===== config.mk =====
export PLATFORM = sky130hd
export DESIGN_NAME = sum_accum
export DESIGN_NICKNAME = d
export VERILOG_FILES = /design/src/rtl/sum_accum_pkg.sv /design/src/rtl/sum_accum.sv
export SDC_FILE = /design/constraint.sdc
export NUM_CORES = 1
export LEC_CHECK = 0
export CAP_MARGIN = 10
export CORE_UTILIZATION = 40
export DETAILED_ROUTE_END_ITERATION = 6
export MAX_ROUTING_LAYER = met4
export PLACE_DENSITY_LB_ADDON = 0.3
export RECOVER_POWER = 50
export SLEW_MARGIN = 20
export SYNTH_ARGS = -nofsm -noshare
export SYNTH_HDL_FRONTEND = slang
export SYNTH_SLANG_ARGS = --single-unit

===== constraint.sdc =====
create_clock -name sys_clk -period 3.95 [get_ports sys_clk]
set_input_delay 0.395 -clock sys_clk [delete_from_list [all_inputs] [get_ports sys_clk]]
set_output_delay 0.395 -clock sys_clk [all_outputs]
set_load 0.1 [all_outputs]

===== src/rtl/sum_accum_pkg.sv =====
// Shared constants and state encoding for the sum_accum kernel.
package sum_accum_pkg;

  localparam int unsigned DataWDefault = 32;

  typedef enum logic [1:0] {
    StInit  = 2'd0,
    StCheck = 2'd1,
    StBody  = 2'd2,
    StDone  = 2'd3
  } state_e;

endpackage


===== src/rtl/sum_accum.sv =====
// Sequential kernel computing s = 1 + 2 + ... + n, one addition per two cycles.
// Launches on every release of reset and holds the result until the next reset.
// Optional macro SUM_ACCUM_DONE_EN adds a sticky 'done' output.
module sum_accum
  import sum_accum_pkg::*;
#(
  parameter int unsigned DATA_W = DataWDefault
) (
  input  logic              sys_clk,
  input  logic              sys_rst_n,
  input  logic [DATA_W-1:0] n,
`ifdef SUM_ACCUM_DONE_EN
  output logic [DATA_W-1:0] return_val,
  output logic              done
`else
  output logic [DATA_W-1:0] return_val
`endif
);

  localparam logic [DATA_W:0] IOne = {{DATA_W{1'b0}}, 1'b1};

  state_e            state_q, state_d;
  logic [DATA_W-1:0] n_q, n_d;
  logic [DATA_W:0]   i_q, i_d;      // one extra bit so i can pass the largest n
  logic [DATA_W-1:0] acc_q, acc_d;
  logic [DATA_W-1:0] ret_q, ret_d;
  logic              loop_cont;

  // Signed compare at DATA_W+1 bits guarantees termination even for n = max positive.
  assign loop_cont = $signed(i_q) <= $signed({n_q[DATA_W-1], n_q});

  // Next-state and datapath updates; every register holds unless its state acts on it.
  always_comb begin
    state_d = state_q;
    n_d     = n_q;
    i_d     = i_q;
    acc_d   = acc_q;
    ret_d   = ret_q;
    unique case (state_q)
      StInit: begin
        n_d     = n;
        i_d     = IOne;
        acc_d   = '0;
        state_d = StCheck;
      end
      StCheck: begin
        if (loop_cont) begin
          state_d = StBody;
        end else begin
          ret_d   = acc_q;
          state_d = StDone;
        end
      end
      StBody: begin
        acc_d   = acc_q + i_q[DATA_W-1:0];
        i_d     = i_q + IOne;
        state_d = StCheck;
      end
      StDone: begin
        state_d = StDone;
      end
      default: begin
        state_d = StInit;
      end
    endcase
  end

  // State and datapath registers with synchronous active-low reset.
  always_ff @(posedge sys_clk) begin
    if (!sys_rst_n) begin
      state_q <= StInit;
      n_q     <= '0;
      i_q     <= '0;
      acc_q   <= '0;
      ret_q   <= '0;
    end else begin
      state_q <= state_d;
      n_q     <= n_d;
      i_q     <= i_d;
      acc_q   <= acc_d;
      ret_q   <= ret_d;
    end
  end

  assign return_val = ret_q;

`ifdef SUM_ACCUM_DONE_EN
  // StDone is only entered on the edge that loads return_val, so this tracks it exactly.
  assign done = (state_q == StDone);
`endif

endmodule


# Yosys cells after proc, flatten, opt, wreduce, memory -nomap -nowiden

Cells that the tools add are included.

Register bits: 131
Input bits: 34
Output and inout port bits: 32
Logic and storage cells: 20

Add/sub/neg operators: 2
Order comparisons: 1
Eq/ne operators: 3
Mux-type cells: 4
Bitwise gates (word level): 1
Reduce and logical (&&, ||, !) cells: 4

Operator list:

| cell                                                                  | count |
|---|---|
| 33-bit one-hot mux with 2 select lines                                | 1 |
| 32-bit one-hot mux with 2 select lines                                | 1 |
| 33-bit by 1-bit adder with 33-bit output, second input constant       | 1 |
| 33-bit by 32-bit <= comparator with 1-bit output                      | 1 |
| 32-bit adder                                                          | 1 |
| 2-bit one-hot mux with 3 select lines                                 | 1 |
| 2-bit equality test, second input constant                            | 2 |
| 2-bit by 1-bit equality test with 1-bit output, second input constant | 1 |
| 2-bit logical NOT                                                     | 1 |
| 2-bit AND reduction                                                   | 1 |
| 2-bit nonzero test                                                    | 1 |
| 2-bit OR reduction                                                    | 1 |
| 1-bit two-way mux                                                     | 1 |
| 1-bit NOT                                                             | 1 |

# Depth between registers and ports, before layout

Depth in word-level cells: 3
Mapped depth: 11
Mapped depth without buffers: 10

# Worst setup path before layout

Ideal clock, no wire load.

Path kind: register -> register
Start point: reg i_q[0]
End point: reg acc_q[20]
Setup time: 0.117 ns
Arrival: 2.814 ns
Data required time: 3.833 ns
Slack: 1.019 ns
Stages on the path, launching flop included: 11
Path buffers: 0
Period minus slack after synthesis: 2.931 ns
Path through: dfxtp_1 > ha_1 > fa_1 > a21oi_1 > o21ai_0 > a211o_1 > a31o_1 > o21a_1 > or3_1 > a211o_1 > a32o_1

Longest elaborated chain between the ends: 2

RTL lines:

| element                                | line            | source |
|---|---|---|
| start: declaration                     | sum_accum.sv:24 | `logic [DATA_W:0] i_q, i_d;` |
| start signal: assignment               | sum_accum.sv:79 | `i_q <= i_d;` |
| 32-bit adder                           | sum_accum.sv:55 | `acc_d = acc_q + i_q[DATA_W-1:0];` |
| 32-bit one-hot mux with 2 select lines | sum_accum.sv:39 | `unique case (state_q)` |
| end signal: assignment                 | sum_accum.sv:74 | `acc_q <= '0;` |
| end signal: assignment                 | sum_accum.sv:80 | `acc_q <= acc_d;` |
| end: declaration                       | sum_accum.sv:25 | `logic [DATA_W-1:0] acc_q, acc_d;` |

No other way between the ends.
A chain may end at the register's enable or synchronous reset.

# Worst setup path in the final report

Start point: reg i_q[26]
End point: reg ret_q[19], in the netlist return_val[19]

Longest elaborated chain between the ends: 3

RTL lines:

| element                                          | line            | source |
|---|---|---|
| 33-bit by 32-bit <= comparator with 1-bit output | sum_accum.sv:30 | `assign loop_cont = $signed(i_q) <= $signed({n_q[DATA_W-1], n_q});` |
| 1-bit NOT (no line)                              | --              |  |
| 2-bit AND reduction (no line)                    | --              |  |
| end signal: assignment                           | sum_accum.sv:81 | `ret_q <= ret_d;` |
| end: declaration                                 | sum_accum.sv:26 | `logic [DATA_W-1:0] ret_q, ret_d;` |

No other way between the ends.

==> impl_metrics.py <==
metrics = {
    "pwr": {
        "switchingPower_uw": 723.8,
        "power_density_mw_per_mm2": 356.0,
        "combPwrFrac_pct": 6.9,
        "seqPwrFrac_pct": 44.0,
        "ir_drop_mv": 0.3064,
        "p_int_uw": 2389,
        "swShare_pct": 23.25,
        "power.leakage_uw": 0.003848,
        "clkPwrFrac_pct": 49.1,
    },
    "die": {
        "pin_count": 66,
        "rows": 49,
        "die_h_microns": 137.7,
        "die-area_sq_mm": 0.01897,
        "initial_core_util_pct": 40.88,
        "coreArea_sq_mm": 0.01802,
        "die_w_microns": 137.7,
    },
    "clock_tree": {
        "htree_levels": 4,
        "insertion_delay_ns": 0.42,
        "cts_sinks": 131,
        "cts-root-buf": "clkbuf_16",
        "cts_buffer_depth": 2,
        "cts_setup_buffers": 0,
        "post_cts_resized": 0,
        "clk_pin_slew_ns": 0.06,
        "cts_hold_buf": 0,
        "cts_buffers": 17,
        "cts_tree": "done",
    },
    "worst_setup_path": {
        "critPathSlowestCell": "a2111oi_0",
        "start_kind": "flip-flop",
        "path_class": "reg -> reg",
        "worstSetupEndpoint": "return_val[19]$_SDFFE_PN0P_",
        "cp.depth": 10,
        "cp_top_family": "compound AO/OA/AOI/OAI gates",
        "cp_num_buf_inv": 1,
        "r2r-start": "i_q[26]$_SDFFE_PN0P_",
        "crit_chain": "ha_1 > a21o_1 > a21o_1 > a21oi_1 > nor3_1 > a2111oi_0 > a21oi_1 > o211ai_1 > buf_4 > mux2i_1",
        "endpoint_kind": "flip-flop",
        "cp.arrival_ns": 3.62,
        "worstRegToRegCells": 10,
        "slowest_delay_ns": 0.63,
        "cp_max_fo": 32,
        "rr_endpoint": "return_val[19]$_SDFFE_PN0P_",
        "required_ns": 4.29,
        "reg2reg_slack_ns": 0.67,
        "startpoint": "i_q[26]$_SDFFE_PN0P_",
    },
    "cells_and_area": {
        "final_cell_mix": "194 x nand2_1, 131 x dfxtp_1, 76 x a21oi_1",
        "multi_input_area_sq_mm": 0.004424,
        "layout-drive-gt1-share_pct": 3.878,
        "nets": 1067,
        "area_growth_pct": 18.70,
        "diodes": 0,
        "fillers": 1833,
        "final_common_cell": "nand2_1",
        "finalCoreUtilization_pct": 48.52,
        "ff_latch_area_sq_mm": 0.002623,
    },
    "route": {
        "num_vias": 6357,
        "drtAntennaViolNets": 0,
        "wl_per_cell_microns": 14.31,
        "viasPerCell": 5.258,
        "dr.first_iter.drc_count": 293,
        "dr.pass1.iters": 5,
        "wirelength_microns": 17310,
        "post-route-drc-count": 0,
    },
    "global_route": {
        "grt_pass1_vias": 6020,
        "grt_max_degree": 68,
        "gr-usage-all-layers_pct": 20.18,
        "antenna_found_initial": 0,
        "overflow": 0,
        "grt_pass1_wl_microns": 28920,
    },
    "synth": {
        "synth_edf_count": 0,
        "syn-instance-count": 919,
        "synth_nets": 1019,
        "async_reset_ff_share_pct": 0,
        "syn_area_sq_mm": 0.007368,
        "avgSynthCellArea_sq_um": 8.018,
        "ys_seq_elements": 131,
        "seq_area_frac_synth_pct": 35.59,
        "yosys_warnings": 0,
        "synthFlopType": "dfxtp_1",
        "yosysUniqueCellTypes": 60,
    },
    "sta": {
        "drv_slew": 0,
        "finalHoldViolations": 0,
        "rsz0062_at_grt": "false",
        "fmax_ghz": 0.3050,
        "post-route-min-period_ns": 3.279,
        "worst_slew_pin_slew_ns": 1.474,
        "slew_headroom_pct": 1.398,
        "fin_crit_sh_pct": 83.02,
        "worst_clock_skew_ns": 0.009486,
        "setup_viol": 0,
        "tns_ns": 0,
    },
    "flow_run": {
        "maxCapViolCount": 0,
    },
    "placement": {
        "place.gp.congestion": 0.8688,
        "dp_hpwl_microns": 12630,
        "port_buffers": 65,
    },
    "run_status": {
        "outcome": "completed",
    },
    "hold_path": {
        "hp-start": "sys_rst_n",
        "holdCritPathClass": "in -> reg",
    },
}
stage by stage:
step	hold WS, ns	area (sq um)	power [uW]	instances	worst slack, ns
finish	0.2695	8746	3113	1209	0.6708
global route	0.2755	8746	3245	1209	0.3817
CTS	0.2743	8762	3156	1209	0.7058
detailed placement	0.4463	8190	1618	1177	0.7977
global placement	0.4442	8190	1615	1177	0.8627
floorplan	0.4363	7368	1537	919	1.019
worst min-delay path by stage:
stage | end | slack (ns) | depth (start not counted)
floorplan | n_q[10]$_SDFFE_PN0P_ | 0.44 | 2
global placement | return_val[2]$_SDFFE_PN0P_ | 0.44 | 2
detailed placement | n_q[18]$_SDFFE_PN0P_ | 0.45 | 2
CTS | n_q[18]$_SDFFE_PN0P_ | 0.27 | 3
global route | n_q[18]$_SDFFE_PN0P_ | 0.28 | 3
finish | n_q[18]$_SDFFE_PN0P_ | 0.27 | 3
synth_stat cells (3+ instances only):
cell type / instances / area, sq um
nand2_1: 194 / 728.2
dfxtp_1: 131 / 2623
a21oi_1: 76 / 380.4
ha_1: 65 / 813.3
nor2_1: 54 / 202.7
inv_1: 41 / 153.9
o21ai_0: 40 / 200.2
clkbuf_1: 38 / 142.6
mux2i_1: 34 / 340.3
a21o_1: 28 / 210.2
nand3_1: 28 / 140.1
xor2_1: 24 / 210.2
xnor2_1: 22 / 192.7
nand4_1: 14 / 87.58
nor3_1: 12 / 60.06
a31oi_1: 8 / 50.05
and3_1: 8 / 50.05
or3_1: 8 / 50.05
nand2b_1: 6 / 37.54
o211ai_1: 6 / 45.04
nor2b_1: 5 / 31.28
o31ai_1: 5 / 37.54
a211o_1: 4 / 35.03
a211oi_1: 4 / 30.03
o21a_1: 4 / 30.03
a21boi_0: 3 / 22.52
a22o_1: 3 / 26.28
and4_1: 3 / 26.28
buf_2: 3 / 15.01
o2111ai_1: 3 / 26.28
o21bai_1: 3 / 22.52
or2_2: 3 / 18.77
or4_1: 3 / 22.52
state kept, by name (all words and copies together), names as in the netlist:
| name | cells |
|---|---|
| return_val | 32 |
| n_q | 32 |
| state_q | 2 |
| acc_q | 32 |
| i_q | 33 |
worst register-to-register path, stage by stage, from the launching register on:
cell and delay (ns):
dfxtp_1 0.44, ha_1 0.29, a21o_1 0.18, a21o_1 0.17, a21oi_1 0.18, nor3_1 0.06, a2111oi_0 0.63, a21oi_1 0.19
o211ai_1 0.25, buf_4 0.49, mux2i_1 0.31
cell type report:
type	instances	area share, %
multi-input combinational	703	50.59
sequential	131	29.99
timing repair buffer	72	7.811
clock buffer	22	5.308
tap	229	3.276
inverter	42	1.803
clock inverter	10	1.230
power by group through the flow:
stage | Clock [uW] | Combinational (uW) | Sequential, uW
after floorplan | 0 | 145 | 1390
after global placement | 0 | 218 | 1400
after detailed placement | 0 | 220 | 1400
after CTS | 1560 | 223 | 1370
after global routing | 1630 | 247 | 1370
final | 1530 | 216 | 1370
cells by family after synthesis:
family / synth area share [%]
AND/OR/NAND/NOR: 20.87
XOR/XNOR: 5.468
adder cells (fa/ha/maj): 11.31
flip-flops: 35.59
AO/OA/AOI/OAI: 17.76
buffers and inverters: 4.381
multiplexers: 4.619
metal layers:
| layer | track usage (%) | wire, microns |
|---|---|---|
| met5 | - | 0 |
| met2 | 33.31 | 8509 |
| met1 | 24.47 | 8026 |
| met4 | 6.461 | 200 |
| met3 | 4.268 | 570 |
Note: power is estimated with default switching activity, not from simulation.
